## src/rtl/alu_pkg.sv

```systemverilog
// alu_pkg: shared constants for the registered ALU.
//   - WIDTH            datapath width (32)
//   - FLAG_O/S/C/Z     bit positions of the flags in the packed flag vector
//   - opcode localparams, one per operation
// Optional feature macro: ALU_SHIFT_EN (see alu.sv).
package alu_pkg;

   localparam int unsigned WIDTH = 32;

   localparam int unsigned FLAG_O = 3;
   localparam int unsigned FLAG_S = 2;
   localparam int unsigned FLAG_C = 1;
   localparam int unsigned FLAG_Z = 0;

   // Arithmetic
   localparam logic [4:0] ADD      = 5'b00000;
   localparam logic [4:0] ADDINC   = 5'b00001;
   localparam logic [4:0] INCA     = 5'b00011;
   localparam logic [4:0] SUBDEC   = 5'b00100;
   localparam logic [4:0] SUB      = 5'b00101;
   localparam logic [4:0] DECA     = 5'b00110;
   // Shifts
   localparam logic [4:0] LSL      = 5'b01000;
   localparam logic [4:0] ASR      = 5'b01001;
   // Logic
   localparam logic [4:0] ZEROS    = 5'b10000;
   localparam logic [4:0] AND      = 5'b10001;
   localparam logic [4:0] ANDNOTA  = 5'b10010;
   localparam logic [4:0] PASSB    = 5'b10011;
   localparam logic [4:0] ANDNOTB  = 5'b10100;
   localparam logic [4:0] PASSA    = 5'b10101;
   localparam logic [4:0] XOR      = 5'b10110;
   localparam logic [4:0] OR       = 5'b10111;
   localparam logic [4:0] NAND     = 5'b11000;
   localparam logic [4:0] XNOR     = 5'b11001;
   localparam logic [4:0] PASSNOTA = 5'b11010;
   localparam logic [4:0] ORNOTA   = 5'b11011;
   localparam logic [4:0] PASSNOTB = 5'b11100;
   localparam logic [4:0] ORNOTB   = 5'b11101;
   localparam logic [4:0] NOR      = 5'b11110;
   localparam logic [4:0] ONES     = 5'b11111;

endpackage

```

## src/rtl/alu_if.sv

```systemverilog
// alu_if: operand/result bundle between the datapath and the ALU.
//   op[4:0]   opcode                 (master -> slave)
//   a, b      32-bit operands        (master -> slave)
//   res       registered result      (slave -> master)
//   o,s,c,z   registered flags       (slave -> master)
interface alu_if;
   import alu_pkg::*;

   logic [4:0]       op;
   logic [WIDTH-1:0] a;
   logic [WIDTH-1:0] b;
   logic [WIDTH-1:0] res;
   logic             o;
   logic             s;
   logic             c;
   logic             z;

   modport master (output op, a, b, input res, o, s, c, z);
   modport slave  (input op, a, b, output res, o, s, c, z);

endinterface

```

## src/rtl/alu_adder.sv

```systemverilog
// alu_adder: 33-bit adder shared by every arithmetic opcode.
//   a, x   32-bit addends
//   cin    carry in
//   sum    low 32 bits of a + x + cin
//   cout   bit 32 of the sum
//   ovf    signed overflow (addends agree in sign, sum does not)
module alu_adder
   import alu_pkg::*;
(
   input  logic [WIDTH-1:0] a,
   input  logic [WIDTH-1:0] x,
   input  logic             cin,
   output logic [WIDTH-1:0] sum,
   output logic             cout,
   output logic             ovf
);

   logic [WIDTH:0] full;

   assign full = {1'b0, a} + {1'b0, x} + {{WIDTH{1'b0}}, cin};
   assign sum  = full[WIDTH-1:0];
   assign cout = full[WIDTH];
   assign ovf  = (a[WIDTH-1] == x[WIDTH-1]) && (full[WIDTH-1] != a[WIDTH-1]);

endmodule

```

## src/rtl/alu.sv

```systemverilog
// alu: registered 32-bit ALU, one cycle of latency, one op per cycle.
//   clk   rising-edge clock
//   rst   asynchronous active-high reset, clears result and flags
//   bus   alu_if.slave: op/a/b in, res and o/s/c/z flags out
// Optional feature macro ALU_SHIFT_EN: when defined, LSL and ASR are
// implemented; otherwise those opcodes decode as unlisted (res=0, z=1).
module alu
   import alu_pkg::*;
(
   input logic   clk,
   input logic   rst,
   alu_if.slave  bus
);

   logic [WIDTH-1:0] add_x;
   logic             add_cin;
   logic [WIDTH-1:0] add_sum;
   logic             add_cout;
   logic             add_ovf;

   logic [WIDTH-1:0] res_d, res_q;
   logic             o_d, c_d;
   logic [3:0]       flags_d, flags_q;

   // Second addend and carry-in for the shared adder
   always_comb begin
      add_x   = '0;
      add_cin = 1'b0;
      case (bus.op)
         ADD:     add_x = bus.b;
         ADDINC:  begin add_x = bus.b;  add_cin = 1'b1; end
         INCA:    add_cin = 1'b1;
         SUBDEC:  add_x = ~bus.b;
         SUB:     begin add_x = ~bus.b; add_cin = 1'b1; end
         DECA:    add_x = '1;
         default: ;
      endcase
   end

   alu_adder u_adder (
      .a    (bus.a),
      .x    (add_x),
      .cin  (add_cin),
      .sum  (add_sum),
      .cout (add_cout),
      .ovf  (add_ovf)
   );

   // Result mux; o/c stay 0 except for arithmetic and shifts
   always_comb begin
      res_d = '0;
      o_d   = 1'b0;
      c_d   = 1'b0;
      case (bus.op)
         ADD, ADDINC, INCA, SUBDEC, SUB, DECA: begin
            res_d = add_sum;
            c_d   = add_cout;
            o_d   = add_ovf;
         end
`ifdef ALU_SHIFT_EN
         LSL: begin
            res_d = {bus.a[WIDTH-2:0], 1'b0};
            c_d   = bus.a[WIDTH-1];
         end
         ASR: begin
            res_d = {bus.a[WIDTH-1], bus.a[WIDTH-1:1]};
            c_d   = bus.a[0];
         end
`endif
         ZEROS:    res_d = '0;
         AND:      res_d = bus.a & bus.b;
         ANDNOTA:  res_d = ~bus.a & bus.b;
         PASSB:    res_d = bus.b;
         ANDNOTB:  res_d = bus.a & ~bus.b;
         PASSA:    res_d = bus.a;
         XOR:      res_d = bus.a ^ bus.b;
         OR:       res_d = bus.a | bus.b;
         NAND:     res_d = ~(bus.a & bus.b);
         XNOR:     res_d = ~(bus.a ^ bus.b);
         PASSNOTA: res_d = ~bus.a;
         ORNOTA:   res_d = ~bus.a | bus.b;
         PASSNOTB: res_d = ~bus.b;
         ORNOTB:   res_d = bus.a | ~bus.b;
         NOR:      res_d = ~(bus.a | bus.b);
         ONES:     res_d = '1;
         default:  res_d = '0;
      endcase
   end

   always_comb begin
      flags_d         = '0;
      flags_d[FLAG_O] = o_d;
      flags_d[FLAG_S] = res_d[WIDTH-1];
      flags_d[FLAG_C] = c_d;
      flags_d[FLAG_Z] = (res_d == '0);
   end

   always_ff @(posedge clk or posedge rst) begin
      if (rst) begin
         res_q   <= '0;
         flags_q <= '0;
      end else begin
         res_q   <= res_d;
         flags_q <= flags_d;
      end
   end

   assign bus.res = res_q;
   assign bus.o   = flags_q[FLAG_O];
   assign bus.s   = flags_q[FLAG_S];
   assign bus.c   = flags_q[FLAG_C];
   assign bus.z   = flags_q[FLAG_Z];

endmodule

```

## src/flat_wrapper.sv

```systemverilog
// flat-port wrapper written by rule: the top's interface ports become plain ports
module alu_flat import alu_pkg::*;
  (clk, rst, bus_op, bus_a, bus_b, bus_res, bus_o, bus_s, bus_c, bus_z);
  alu_if bus_i ();
  input logic clk;
  input logic rst;
  input wire logic [$bits(bus_i.op)-1:0] bus_op;
  input wire logic [$bits(bus_i.a)-1:0] bus_a;
  input wire logic [$bits(bus_i.b)-1:0] bus_b;
  output wire logic [$bits(bus_i.res)-1:0] bus_res;
  output wire logic [$bits(bus_i.o)-1:0] bus_o;
  output wire logic [$bits(bus_i.s)-1:0] bus_s;
  output wire logic [$bits(bus_i.c)-1:0] bus_c;
  output wire logic [$bits(bus_i.z)-1:0] bus_z;
  assign bus_i.op = bus_op;
  assign bus_i.a = bus_a;
  assign bus_i.b = bus_b;
  assign bus_res = bus_i.res;
  assign bus_o = bus_i.o;
  assign bus_s = bus_i.s;
  assign bus_c = bus_i.c;
  assign bus_z = bus_i.z;
  alu u_core (.clk(clk), .rst(rst), .bus(bus_i));
endmodule
```

## config.mk

```make
export PLATFORM = sky130hd
export DESIGN_NAME = alu_flat
export DESIGN_NICKNAME = d
export VERILOG_FILES = /design/src/rtl/alu_pkg.sv /design/src/rtl/alu_if.sv /design/src/rtl/alu_adder.sv /design/src/rtl/alu.sv /design/src/flat_wrapper.sv
export SDC_FILE = /design/constraint.sdc
export NUM_CORES = 1
export LEC_CHECK = 0
export CAP_MARGIN = 0
export CORE_UTILIZATION = 58
export CTS_BUF_LIST = sky130_fd_sc_hd__clkbuf_2
export DETAILED_ROUTE_END_ITERATION = 10
export DONT_BUFFER_PORTS = 1
export PLACE_DENSITY = 0.8
export RECOVER_POWER = 50
export SLEW_MARGIN = 20
export SYNTH_ARGS = -nofsm -noshare
export SYNTH_HDL_FRONTEND = slang
export SYNTH_SLANG_ARGS = --single-unit
```

## constraint.sdc

```tcl
create_clock -name clk -period 1.8 [get_ports clk]
set_clock_uncertainty 0.1 [all_clocks]
set_input_delay 0.36 -clock clk [delete_from_list [all_inputs] [get_ports clk]]
set_output_delay 0.36 -clock clk [all_outputs]
set_load 0.01 [all_outputs]
```

==> results of run 1 <==
==> logic make-up (layout without fill, tap and decap cells) <==
kind of cell    Yosys count  after routing  share of synthesized area [%]
flops                    35             35                          10.05
other cells               0              2                              0
xor+xnor                 24             24                          2.411
compound gates          392            392                          29.05
buf+inv                 156            413                          7.478
mux                      28             28                          3.273
fa+ha+maj               161            161                          23.28
simple gates            451            451                          24.46
==> cell usage after synthesis, types with 5 or more instances <==
master / number / area share [%]
nand3_1: 31 / 1.8
inv_1: 74 / 3.2
nand2b_1: 16 / 1.1
clkbuf_1: 53 / 2.3
a21oi_1: 96 / 5.5
a211oi_1: 19 / 1.6
and2_1: 6 / 0.43
a221oi_1: 7 / 0.70
nand4_1: 21 / 1.5
xor2_1: 11 / 1.1
or4_1: 5 / 0.43
dfrtp_1: 35 / 10
nor4_1: 21 / 1.5
o21ai_0: 106 / 6.1
xnor2_1: 13 / 1.3
a21o_1: 16 / 1.4
mux2i_1: 24 / 2.8
and3_1: 17 / 1.2
nor3_1: 15 / 0.86
o221ai_1: 9 / 0.90
o211ai_1: 45 / 3.9
a31oi_1: 12 / 0.86
nand2_1: 175 / 7.5
buf_6: 5 / 0.65
nor3b_1: 5 / 0.43
ha_1: 159 / 23
nor2_1: 105 / 4.5
buf_1: 7 / 0.30
a211o_1: 7 / 0.70
o2111ai_1: 20 / 2.0
buf_2: 14 / 0.80
nor2b_1: 5 / 0.36
==> metrics by stage <==
| step | util [%] | std cells |
|---|---|---|
| global placement | 75.88 | 1649 |
| detailed placement | 75.88 | 1649 |
| CTS | 81.24 | 1682 |
| finish | 82.66 | 1690 |
| floorplan | - | 1247 |
| global route | 82.66 | 1690 |
==> worst max-delay path by stage <==
| stage | start | to | slack (ns) | cells after the start |
|---|---|---|---|---|
| after floorplan | bus_op[0] | u_core.flags_q[0] | -2.56 | 18 |
| after global placement | bus_op[3] | u_core.flags_q[0] | -2.55 | 15 |
| after detailed placement | bus_op[3] | u_core.flags_q[0] | -2.75 | 15 |
| after CTS | bus_op[4] | u_core.flags_q[0] | -1.90 | 16 |
| after global routing | bus_op[4] | u_core.flags_q[0] | -2.22 | 15 |
| final | bus_op[1] | u_core.flags_q[0] | -2.16 | 16 |
==> layout make-up <==
class                   instances  area, um2
multi-input cells            1056       7881
repair buffers                331       2699
fillers                       909       2530
flip-flops and latches         35      875.8
inverters                      74      277.8
well taps                     184      230.2
clock inverters                 2      60.06
clock buffers                   6      30.03
diodes                          2      5.005
==> flip-flops by register name, summed over array words and instances, names as in the netlist <==
| register | count |
|---|---|
| u_core.bus.res | 31 |
| u_core.flags_q | 4 |
==> critical path: stages <==
cell and delay [ns]:
inv_2 0.06, nand2_2 0.08, nand3_1 0.12, o21ai_2 0.09, fa_2 0.37, fa_2 0.40, a21o_1 0.22, a221oi_4 0.39
o21ai_1 0.14, xor2_1 0.17, a211o_1 0.34, a211o_1 0.30, or4_4 0.54, nor4_4 0.26, nand4_1 0.23, nor3_2 0.14
==> metal layers <==
layer / vias to the layer above / GRT usage [%] / part of all wire, %
li1: 5046 / - / -
met1: 5263 / 58.48 / 37
met2: 1011 / 72.60 / 41
met3: 306 / 13.49 / 14
met4: 0 / 29.06 / 7.6
met5: - / 0 / 0
==> report_power, final <==
part	switching, mW	total (mW)	internal [mW]	leakage (nW)
Sequential	0.106	1.01	0.900	0.422
Clock	0.315	0.694	0.380	0.0532
Combinational	1.38	2.66	1.28	5.34
==> repair_timing <==
action,CTS,global route
hold buffers,1,0
gates cloned,0,0
setup buffers,27,6
gates resized for setup,110,32
endpoints found under the setup margin,34,35
endpoints found under the hold margin,35,0
pin swaps,60,21
==> results.sh, run 1 <==
export IMPL_setup_ws_ns=-2.164
export IMPL_clk_pin_slew_ns=0.29
export IMPL_die_area_mm2=0.01552
export IMPL_vias_per_cell=6.879
export IMPL_arrival_ns=4.21
export IMPL_grt_max_degree=48
export IMPL_max_clock_path_buffers=2
export IMPL_endpoint_kind="flip-flop"
export IMPL_peakVddDrop_v=0.0003514
export IMPL_antenna_found_initial=2
export IMPL_pre_cts_ws_ns=-2.752
export IMPL_vias=11630
export IMPL_worstSetupPathType="in -> reg"
export IMPL_yosysWarnings=0
export IMPL_ios=107
export IMPL_wl_per_cell_um=22.76
export IMPL_stdcell_area_mm2=0.01206
export IMPL_cts_tree="done"
export IMPL_die_w_um=124.6
export IMPL_relSlewSlack_pct=24.73
export IMPL_p_leak_nw=5.819
export IMPL_netlist_instances=1247
export IMPL_drive_gt1_share_pct=30.78
export IMPL_cts_max_level=2
export IMPL_cts_root_buf="clkbuf_2"
export IMPL_num_rows=44
export IMPL_coreArea_mm2=0.01459
export IMPL_min_path_cells=4
export IMPL_drc_errors=0
export IMPL_min_to="u_core.bus.res[16]"
export IMPL_layout_nets=1735
export IMPL_period_needed_ns=3.964
export IMPL_drt_iter0_drc=1673
export IMPL_grt_pass1_vias=11240
export IMPL_synthDistinctLibCells=76
export IMPL_worstHoldStart="bus_b[16]"
export IMPL_syn_avg_cell_area_um2=6.990
export IMPL_synthArstFlopShare_pct=100.0
export IMPL_cp_required_ns=2.05
export IMPL_dpl_hpwl_um=26720
export IMPL_synth_area_mm2=0.008717
export IMPL_p_per_area_mw_per_mm2=361.8
export IMPL_fin_crit_sh_pct=220.2
export IMPL_p_total_mw=4.363
export IMPL_setup_viol=35
export IMPL_wirelength_um=38460
export IMPL_route_antenna_remaining_nets=0
export IMPL_tns_ns=-39.60
export IMPL_syn_to_final_growth_pct=38.34
export IMPL_crit_path_start_kind="input port"
export IMPL_track_usage_pct=47.41
export IMPL_synth_seq_area_share_pct=10.05
export IMPL_gp_congestion=1.059
export IMPL_synth_nets=1479
export IMPL_rsz0062_at_grt="yes"
export IMPL_cp_max_fo=42
export IMPL_first_pass_iters=7
export IMPL_placed_cell_area_mm2=0.01107
export IMPL_overflow=0
export IMPL_ys_ff_latch=35
export IMPL_hp_class="in -> reg"
export IMPL_grt_pass1_wl_um=58820
export IMPL_final_cell_mix="buf_4 (294), nand2_1 (160), ha_1 (156)"
export IMPL_synth_edf_count=0
export IMPL_cts_buffers=5
export IMPL_final_common_cell="buf_4"
export IMPL_tightest_slew_ns=1.125
export IMPL_dieHeight_um=124.6
export IMPL_fmax_ghz=0.2523
export IMPL_status="finished, violations left"
export IMPL_port_buffers=0
export IMPL_start_util_pct=59.75
export IMPL_finalMaxSlewViolations=0
export IMPL_ys_flop_type="dfrtp_1"
export IMPL_hold_viol=0
export IMPL_violations="setup timing"
export IMPL_drv_cap=0
export IMPL_clock_sinks=35
export IMPL_hold_ws_ns=0.06021
(Power assumes the default switching activity.)
==> run 2, diff against run 1 <==
--- a/config.mk
+++ b/config.mk
@@ -6,6 +6,7 @@
 export NUM_CORES = 1
 export LEC_CHECK = 0
 export CAP_MARGIN = 0
+export CORE_ASPECT_RATIO = 0.6
 export CORE_UTILIZATION = 58
 export CTS_BUF_LIST = sky130_fd_sc_hd__clkbuf_2
 export DETAILED_ROUTE_END_ITERATION = 10
==> results.sh, run 2 (synthesized netlist as in run 1, its figures left out) <==
export IMPL_cp_max_fo=28
export IMPL_pre_cts_ws_ns=-2.552
export IMPL_final_cells=1684
export IMPL_start_util_pct=59.74
export IMPL_wl_per_cell_um=23.63
export IMPL_die_area_mm2=0.01554
export IMPL_cts_root_buf="clkbuf_2"
export IMPL_endpoint_kind="flip-flop"
export IMPL_final_common_cell="buf_4"
export IMPL_tightest_slew_ns=0.7822
export IMPL_grt_max_degree=48
export IMPL_overflow=0
export IMPL_crit_path_start_kind="input port"
export IMPL_tns_ns=-43.21
export IMPL_stdcell_area_mm2=0.01177
export IMPL_drc_errors=0
export IMPL_fillers=971
export IMPL_violations="setup timing"
export IMPL_peakVddDrop_v=0.0005330
export IMPL_cpMostUsedCell="or4_4"
export IMPL_worstSetupPathType="in -> reg"
export IMPL_wirelength_um=39800
export IMPL_dpl_cell_count=1654
export IMPL_syn_to_final_growth_pct=35.04
export IMPL_status="finished, violations left"
export IMPL_clk_pin_slew_ns=0.17
export IMPL_placed_cell_area_mm2=0.01092
export IMPL_setup_ws_ns=-2.222
export IMPL_slowest_delay_ns=0.54
export IMPL_track_usage_pct=47.42
export IMPL_hp_class="in -> reg"
export IMPL_route_antenna_remaining_nets=0
export IMPL_clock_sinks=35
export IMPL_cts_buffers=5
export IMPL_min_path_cells=3
export IMPL_drv_cap=0
export IMPL_crit_path_cell_trace="or3_4 > nor2_4 > nand2_1 > o211ai_1 > ha_1 > a21o_1 > a21oi_2 > xor2_1 > nor2_1 > or4_4 > or4_4 > or4_4 > nor4_4 > nand4_1 > nor3_2"
export IMPL_num_rows=34
export IMPL_met2_length_um=15160
export IMPL_gp_congestion=1.067
export IMPL_met1_length_um=14830
export IMPL_dpl_hpwl_um=28490
export IMPL_setup_viol=35
export IMPL_max_clock_path_buffers=2
export IMPL_fin_crit_sh_pct=223.4
export IMPL_topRoutingLayerUsed="met4"
export IMPL_coreArea_mm2=0.01459
export IMPL_cts_max_level=2
export IMPL_grt_pass1_wl_um=57660
export IMPL_rsz0062_at_grt="yes"
export IMPL_cp_num_buf_inv=0
export IMPL_p_leak_nw=5.665
export IMPL_layout_area_seq_um2=875.8
export IMPL_antenna_cells=0
export IMPL_largest_reg_flops=31
export IMPL_relSlewSlack_pct=47.19
export IMPL_fmax_ghz=0.2486
export IMPL_finalMaxSlewViolations=0
export IMPL_cts_tree="done"
export IMPL_port_buffers=0
export IMPL_hold_viol=0
export IMPL_final_cell_mix="buf_4 (281), nand2_1 (162), ha_1 (157)"
export IMPL_first_pass_iters=6
export IMPL_cp_required_ns=2.01
export IMPL_cp_top_family="simple AND/OR/NAND/NOR gates"
export IMPL_cp_num_cells=15
export IMPL_period_needed_ns=4.022
export IMPL_grt_pass1_vias=10410
export IMPL_final_core_util_pct=80.67
export IMPL_vias=11450
export IMPL_drt_iter0_drc=1729
export IMPL_antenna_found_initial=0
export IMPL_drive_gt1_share_pct=29.21
export IMPL_vias_per_cell=6.800
export IMPL_ios=107
export IMPL_p_total_mw=4.057
export IMPL_dr_wl_met3_um=8030
export IMPL_arrival_ns=4.23
export IMPL_die_w_um=160.3
export IMPL_hold_ws_ns=0.1807
export IMPL_dieHeight_um=96.96
export IMPL_p_per_area_mw_per_mm2=344.7
export IMPL_multi_input_area_mm2=0.007864
export IMPL_crit_path_top_delay_cell="or4_4"
export IMPL_layout_nets=1717
-- run 2: cell types whose count changed in the layout (fill, tap and decap cells not counted), sizes merged --
cell / change
diode: -2
clkinvlp: +1
clkbuf: -1
buf: -18
clkinv: +2
bufinv: -2
-- run 2: area by class of cell --
type / instances / share of cell area, %
Inverter: 74 / 2.360
Tap cell: 198 / 2.105
Clock inverter: 3 / 0.1276
Clock buffer: 5 / 0.2126
Multi-Input combinational cell: 1056 / 66.80
Sequential cell: 35 / 7.440
Timing Repair Buffer: 313 / 20.95
-- run 2: layer usage --
layer	GRT usage, %	vias up
met4	12.38	0
met1	64.88	5177
met5	0	-
met2	64.25	1055
met3	24.14	223
li1	-	4997
-- run 2: where the power goes --
group / total (mW) / leakage (nW) / internal (mW) / switching [mW]
Clock: 0.341 / 0.0241 / 0.0865 / 0.255
Sequential: 1.00 / 0.422 / 0.900 / 0.105
Combinational: 2.71 / 5.22 / 1.25 / 1.47
-- run 2: what timing repair did --
action	4_1_cts	5_1_grt
endpoints found under the setup margin	34	34
setup buffers	18	23
pin swaps	47	66
resized for setup	68	72
hold buffers	1	0
gates cloned	0	0
hold endpoints to repair	35	0
-- run 2: worst paths after layout --
kind / from / endpoint / slack, ns
min: bus_a[31] / u_core.flags_q[1] / 0.18
max: bus_op[4] / u_core.flags_q[0] / -2.22
max in group asynchronous: rst / u_core.bus.res[18] / 0.56
min in group asynchronous: rst / u_core.bus.res[17] / 0.55
